### config.mk
export PLATFORM = sky130hd
export DESIGN_NAME = alu_result_stage_flat
export DESIGN_NICKNAME = d
export VERILOG_FILES = /design/src/rtl/alu_result_stage_if.sv /design/src/rtl/alu_result_stage.sv /design/src/flat_wrapper.sv
export SDC_FILE = /design/constraint.sdc
export NUM_CORES = 1
export LEC_CHECK = 0
export ABC_AREA = 0
export CAP_MARGIN = 20
export CORE_ASPECT_RATIO = 1.75
export CORE_MARGIN = 2
export CORE_UTILIZATION = 45
export CTS_BUF_LIST = sky130_fd_sc_hd__clkbuf_4
export DETAILED_ROUTE_END_ITERATION = 10
export PLACE_DENSITY_LB_ADDON = 0.05
export SLEW_MARGIN = 20
export SYNTH_ARGS = -nofsm -noshare
export SYNTH_HDL_FRONTEND = slang
export SYNTH_SLANG_ARGS = --single-unit
### constraint.sdc
create_clock -name clk -period 2.4 [get_ports clk]
set_clock_uncertainty 0.05 [all_clocks]
set_input_delay 0.6 -clock clk [delete_from_list [all_inputs] [get_ports clk]]
set_output_delay 0.6 -clock clk [all_outputs]
set_load 0.005 [all_outputs]
### src/rtl/alu_result_stage_if.sv
// Handshake bundle between the flagged adder, the result stage and its consumer.
// Upstream/downstream (master) drive the in_* data, out_ready and clr_sticky; the stage (slave) drives the rest.
interface alu_result_stage_if #(
    parameter int l     = 16,
    parameter int CNT_W = 8
);
    logic [l-1:0]     in_sum;
    logic             in_overflow;
    logic             in_carry;
    logic             in_valid;
    logic             in_ready;
    logic [l-1:0]     out_result;
    logic [3:0]       out_flags;
    logic             out_valid;
    logic             out_ready;
    logic             clr_sticky;
    logic             sticky_v;
    logic [CNT_W-1:0] v_count;

    modport master (
        output in_sum, in_overflow, in_carry, in_valid, out_ready, clr_sticky,
        input  in_ready, out_result, out_flags, out_valid, sticky_v, v_count
    );

    modport slave (
        input  in_sum, in_overflow, in_carry, in_valid, out_ready, clr_sticky,
        output in_ready, out_result, out_flags, out_valid, sticky_v, v_count
    );
endinterface

### src/rtl/alu_result_stage.sv
// Result stage behind the 16-bit flagged adder: 2-entry skid buffer storing {sum, N,Z,C,V},
// plus a sticky overflow bit and a saturating overflow-event counter.
module alu_result_stage #(
    parameter int l     = 16,
    parameter int CNT_W = 8
) (
    input  logic                 clk,
    input  logic                 rst_n,
    alu_result_stage_if.slave    bus,
    output logic [1:0]           o_dbg_state
);
    // Handshake: a transfer happens on a rising clk where valid && ready on that side.
    // in_ready depends on the state register only, never on out_ready or in_valid.
    typedef enum logic [1:0] {
        S_EMPTY = 2'd0,
        S_ONE   = 2'd1,
        S_TWO   = 2'd2
    } state_t;

    localparam logic [CNT_W-1:0] CNT_MAX = '1;

    state_t           r_state;
    state_t           w_next_state;
    logic [l-1:0]     r_head_res;
    logic [3:0]       r_head_flg;
    logic [l-1:0]     r_skid_res;
    logic [3:0]       r_skid_flg;
    logic             r_sticky;
    logic [CNT_W-1:0] r_cnt;

    logic             w_acc;
    logic             w_del;
    logic [3:0]       w_in_flags;
    logic             w_load_head;
    logic             w_load_skid;
    logic             w_skid_to_head;
    logic [CNT_W-1:0] w_cnt_base;
    logic [CNT_W-1:0] w_cnt_next;
    logic             w_sticky_next;

    assign bus.in_ready   = (r_state != S_TWO);
    assign bus.out_valid  = (r_state != S_EMPTY);
    assign bus.out_result = r_head_res;
    assign bus.out_flags  = r_head_flg;
    assign bus.sticky_v   = r_sticky;
    assign bus.v_count    = r_cnt;
    assign o_dbg_state    = r_state;

    assign w_acc      = bus.in_valid && bus.in_ready;
    assign w_del      = bus.out_valid && bus.out_ready;
    assign w_in_flags = {bus.in_sum[l-1], (bus.in_sum == '0), bus.in_carry, bus.in_overflow};

    always_comb begin
        w_next_state   = r_state;
        w_load_head    = 1'b0;
        w_load_skid    = 1'b0;
        w_skid_to_head = 1'b0;
        case (r_state)
            S_EMPTY: begin
                if (w_acc) begin
                    w_next_state = S_ONE;
                    w_load_head  = 1'b1;
                end
            end
            S_ONE: begin
                if (w_acc && !w_del) begin
                    w_next_state = S_TWO;
                    w_load_skid  = 1'b1;
                end else if (w_acc && w_del) begin
                    w_load_head  = 1'b1;
                end else if (w_del) begin
                    w_next_state = S_EMPTY;
                end
            end
            S_TWO: begin
                if (w_del) begin
                    w_next_state   = S_ONE;
                    w_skid_to_head = 1'b1;
                end
            end
            default: w_next_state = S_EMPTY;
        endcase
    end

    // Clear takes effect first, so a same-cycle V=1 accept still counts once.
    always_comb begin
        w_cnt_base    = bus.clr_sticky ? '0 : r_cnt;
        w_cnt_next    = w_cnt_base;
        if (w_acc && bus.in_overflow && (w_cnt_base != CNT_MAX)) begin
            w_cnt_next = w_cnt_base + 1'b1;
        end
        w_sticky_next = (bus.clr_sticky ? 1'b0 : r_sticky) | (w_acc & bus.in_overflow);
    end

    always_ff @(posedge clk or negedge rst_n) begin
        if (!rst_n) begin
            r_state <= S_EMPTY;
        end else begin
            r_state <= w_next_state;
        end
    end

    always_ff @(posedge clk or negedge rst_n) begin
        if (!rst_n) begin
            r_head_res <= '0;
            r_head_flg <= '0;
            r_skid_res <= '0;
            r_skid_flg <= '0;
        end else begin
            if (w_load_head) begin
                r_head_res <= bus.in_sum;
                r_head_flg <= w_in_flags;
            end else if (w_skid_to_head) begin
                r_head_res <= r_skid_res;
                r_head_flg <= r_skid_flg;
            end
            if (w_load_skid) begin
                r_skid_res <= bus.in_sum;
                r_skid_flg <= w_in_flags;
            end
        end
    end

    always_ff @(posedge clk or negedge rst_n) begin
        if (!rst_n) begin
            r_sticky <= 1'b0;
            r_cnt    <= '0;
        end else begin
            r_sticky <= w_sticky_next;
            r_cnt    <= w_cnt_next;
        end
    end
endmodule

### src/flat_wrapper.sv
// flat-port wrapper written by rule: the top's interface ports become plain ports
module alu_result_stage_flat 
#(
    parameter int l     = 16,
    parameter int CNT_W = 8
)
  (clk, rst_n, o_dbg_state, bus_in_sum, bus_in_overflow, bus_in_carry, bus_in_valid, bus_out_ready, bus_clr_sticky, bus_in_ready, bus_out_result, bus_out_flags, bus_out_valid, bus_sticky_v, bus_v_count);
  alu_result_stage_if #(.l(l), .CNT_W(CNT_W)) bus_i ();
  input  logic clk;
  input  logic rst_n;
  output logic [1:0] o_dbg_state;
  input wire logic [$bits(bus_i.in_sum)-1:0] bus_in_sum;
  input wire logic [$bits(bus_i.in_overflow)-1:0] bus_in_overflow;
  input wire logic [$bits(bus_i.in_carry)-1:0] bus_in_carry;
  input wire logic [$bits(bus_i.in_valid)-1:0] bus_in_valid;
  input wire logic [$bits(bus_i.out_ready)-1:0] bus_out_ready;
  input wire logic [$bits(bus_i.clr_sticky)-1:0] bus_clr_sticky;
  output wire logic [$bits(bus_i.in_ready)-1:0] bus_in_ready;
  output wire logic [$bits(bus_i.out_result)-1:0] bus_out_result;
  output wire logic [$bits(bus_i.out_flags)-1:0] bus_out_flags;
  output wire logic [$bits(bus_i.out_valid)-1:0] bus_out_valid;
  output wire logic [$bits(bus_i.sticky_v)-1:0] bus_sticky_v;
  output wire logic [$bits(bus_i.v_count)-1:0] bus_v_count;
  assign bus_i.in_sum = bus_in_sum;
  assign bus_i.in_overflow = bus_in_overflow;
  assign bus_i.in_carry = bus_in_carry;
  assign bus_i.in_valid = bus_in_valid;
  assign bus_i.out_ready = bus_out_ready;
  assign bus_i.clr_sticky = bus_clr_sticky;
  assign bus_in_ready = bus_i.in_ready;
  assign bus_out_result = bus_i.out_result;
  assign bus_out_flags = bus_i.out_flags;
  assign bus_out_valid = bus_i.out_valid;
  assign bus_sticky_v = bus_i.sticky_v;
  assign bus_v_count = bus_i.v_count;
  alu_result_stage #(.l(l), .CNT_W(CNT_W)) u_core (.clk(clk), .rst_n(rst_n), .bus(bus_i), .o_dbg_state(o_dbg_state));
endmodule
==> impl_metrics.env <==
export IMPL_dpl_hpwl_mm=3.66
export IMPL_cts_tree="done"
export IMPL_drt_iter0_drc=26
export IMPL_cts_hold_buf=0
export IMPL_die_x_microns=57.4
export IMPL_cp_required_ps=1750
export IMPL_rows=34
export IMPL_stdcell_area_sq_um=3000
export IMPL_overflow=0
export IMPL_cpPeakStageDelay_ps=480
export IMPL_maxCapViolCount=0
export IMPL_p_leak_nw=1.35
export IMPL_seqCellArea_sq_um=1230
export IMPL_seqPwrFrac_pct=51.5
export IMPL_status="finished clean"
export IMPL_fillers=426
export IMPL_drc_errors=0
export IMPL_syn_inst=192
export IMPL_numCtsBuffers=5
export IMPL_cp_end_kind="output pin"
export IMPL_clock_latency_ps=350
export IMPL_cts_sinks=49
export IMPL_relSlewSlack_pct=58.9
export IMPL_postCtsSetupBuffers=0
export IMPL_grt_pass1_vias=1738
export IMPL_clk_pin_slew_ps=140
export IMPL_fmax_ghz=0.430
export IMPL_path_depth=2
export IMPL_slew_violations=0
export IMPL_crit_family="flip-flops"
export IMPL_cp_slowest_cell="dfrtp_1"
export IMPL_worst_pin_slew_ps=616
export IMPL_cp_cell_sequence="or2b_2 > clkdlybuf4s50_1"
export IMPL_grt_pass1_wl_mm=8.09
export IMPL_final_min_clock_period_ps=2330
export IMPL_place_congestion=0.781
export IMPL_hold_ws_ps=256
export IMPL_drive_gt1_share_pct=17.1
export IMPL_combinationalPowerShare_pct=27.9
export IMPL_multiInputGateArea_sq_um=967
export IMPL_synthToLayoutAreaGrowth_pct=33.4
export IMPL_cp_max_fo=8
export IMPL_die_height_microns=97.5
export IMPL_rr_worst_depth=6
export IMPL_synthTopCellsByArea="dfrtp_1, mux2_2, mux2i_1"
export IMPL_routed_via_density=5.41
export IMPL_path_class="reg -> out"
export IMPL_track_usage_pct=18.4
export IMPL_route_antenna_remaining_nets=0
export IMPL_synth_seq_area_share_pct=54.6
export IMPL_setup_viol=0
export IMPL_hold_class="in -> async"
export IMPL_syn_nets=216
export IMPL_synth_top_cell_area_share_pct=54.6
export IMPL_die_area_sq_um=5600
export IMPL_rsz0062_at_grt="false"
export IMPL_critPathArrivalTime_ps=1680
export IMPL_synth_seq_cells=49
export IMPL_power_density_nw_per_um2=749
export IMPL_worstSetupStartpointType="register"
export IMPL_p_clk_share_pct=20.7
export IMPL_htreeDepth=2
export IMPL_final_hold_viol_count=0
export IMPL_drtPass1Iterations=4
export IMPL_synth_area_per_cell_sq_um=11.7
export IMPL_design_core_area_sq_um=4890
export IMPL_yosysWarnings=0
export IMPL_synth_cell_types=35
export IMPL_clock_root_buffer="clkbuf_4"
export IMPL_p_int_mw=1.65
export IMPL_wirelength_mm=4.93
export IMPL_synth_largest_area_cell="dfrtp_1"
export IMPL_period_share_pct=96.9
export IMPL_drt_wirelength_per_cell_microns=15.9
export IMPL_antenna_found_initial=0
export IMPL_num_antenna_cells=0
export IMPL_ios=56
export IMPL_port_buffers=55
export IMPL_vias=1684
export IMPL_dpl_cell_area_sq_um=2930
export IMPL_cts_resized=0
export IMPL_critPathBufInv=1
export IMPL_p_sw_share_pct=26.5
export IMPL_switchingPower_uw=596
export IMPL_clockBufferDepth=2
export IMPL_syn_area_sq_um=2250
export IMPL_nNetsFinal=281
export IMPL_peakVddDrop_mv=0.588
export IMPL_start_util_pct=45.9
export IMPL_grt_start_max_net_pins=50
[cell usage in the layout (no fill, tap or decap), types with 3 or more instances in the layout]
cell | netlist | routed
mux2i_1 | 20 | 20
nand2_1 | 21 | 21
o31ai_1 | 3 | 3
nor2_1 | 5 | 5
a21oi_1 | 6 | 6
clkdlybuf4s50_1 | 0 | 54
nor2b_1 | 5 | 5
nor4_1 | 6 | 6
nand2b_1 | 4 | 4
mux2_1 | 3 | 3
mux2_2 | 18 | 18
buf_4 | 3 | 10
clkbuf_4 | 0 | 5
dfrtp_1 | 49 | 49
nand3_1 | 3 | 3
o21ai_0 | 19 | 19
[kinds of logic after synthesis]
family	synth area share, %
AO/OA/AOI/OAI	7.74
multiplexers	19.4
adder cells (fa/ha/maj)	0.557
XOR/XNOR	0.390
buffers and inverters	2.39
AND/OR/NAND/NOR	14.9
flip-flops	54.6
[final timing paths]
kind / from / to / slack (ps)
max reg2reg: u_core.bus.v_count[0]$_DFF_PN0_ / u_core.bus.v_count[1]$_DFF_PN0_ / 460
min reg2reg: u_core.r_skid_res[3]$_DFFE_PN0P_ / u_core.r_skid_res[3]$_DFFE_PN0P_ / 460
max: u_core.o_dbg_state[1]$_DFFE_PN0P_ / bus_in_ready / 70
min: rst_n / u_core.bus.out_result[5]$_DFFE_PN0P_ / 260
min in group clk: u_core.r_skid_res[3]$_DFFE_PN0P_ / u_core.r_skid_res[3]$_DFFE_PN0P_ / 460
max in group asynchronous: rst_n / u_core.bus.out_result[2]$_DFFE_PN0P_ / 1600
[registers in the layout, indices dropped and copies added, names as in the netlist]
name / count
u_core.r_skid_res: 16
u_core.bus.out_result: 16
u_core.r_skid_flg: 3
u_core.bus.sticky_v: 1
u_core.bus.out_flags: 3
u_core.o_dbg_state: 2
u_core.bus.v_count: 8
[cells in the mapped netlist]
library cell	count
nor3_1	1
xor2_1	1
nor2_1	5
a21oi_1	6
and3_1	1
ha_1	1
inv_1	1
buf_2	4
o21ai_0	19
or2_2	1
nor2_4	1
dfrtp_1	49
nand3_4	1
o31ai_1	3
nand2_1	21
or4_1	2
nor4_4	1
nand4_1	1
clkbuf_1	2
mux2_1	3
nor2b_1	5
or2b_2	1
nand3_1	3
nand3_2	1
o21ai_1	1
buf_4	3
o22ai_1	1
nand3b_1	2
and2_1	1
mux2_2	18
nand2b_1	4
a41oi_1	1
a31oi_1	1
mux2i_1	20
nor4_1	6
[area by class of cell]
cell class	count	area share [%]
timing repair buffer	67	22.0
clock buffer	5	1.25
sequential	49	40.9
multi-input combinational	133	32.3
inverter	1	0.125
clock inverter	2	1.17
tap	54	2.25
[per-stage QoR]
stage | utilization, % | TNS [ps] | setup WS, ps | instances | power, mW
floorplan | - | 0 | 200 | 192 | 1.45
global placement | 59.8 | -273 | -97.6 | 304 | 1.77
detailed placement | 59.8 | -779 | -200 | 304 | 1.81
CTS | 61.3 | 0 | 54.2 | 311 | 2.28
global route | 61.3 | 0 | 23.4 | 311 | 2.38
finish | 61.3 | 0 | 73.7 | 311 | 2.25
[routing by layer]
metal | global-route usage, % | up-vias | routed length (microns)
met2 | 33.0 | 44 | 2650
li1 | - | 813 | -
met4 | 5.90 | 0 | 70
met1 | 21.1 | 822 | 1950
met3 | 3.99 | 5 | 263
met5 | 0 | - | 0
[power by group through the flow]
stage	Combinational, mW	Clock (mW)	Sequential [mW]
finish	0.626	0.464	1.16
global route	0.686	0.510	1.19
CTS	0.639	0.483	1.16
detailed placement	0.637	0	1.18
global placement	0.616	0	1.16
floorplan	0.290	0	1.16
(Power assumes the default switching activity.)
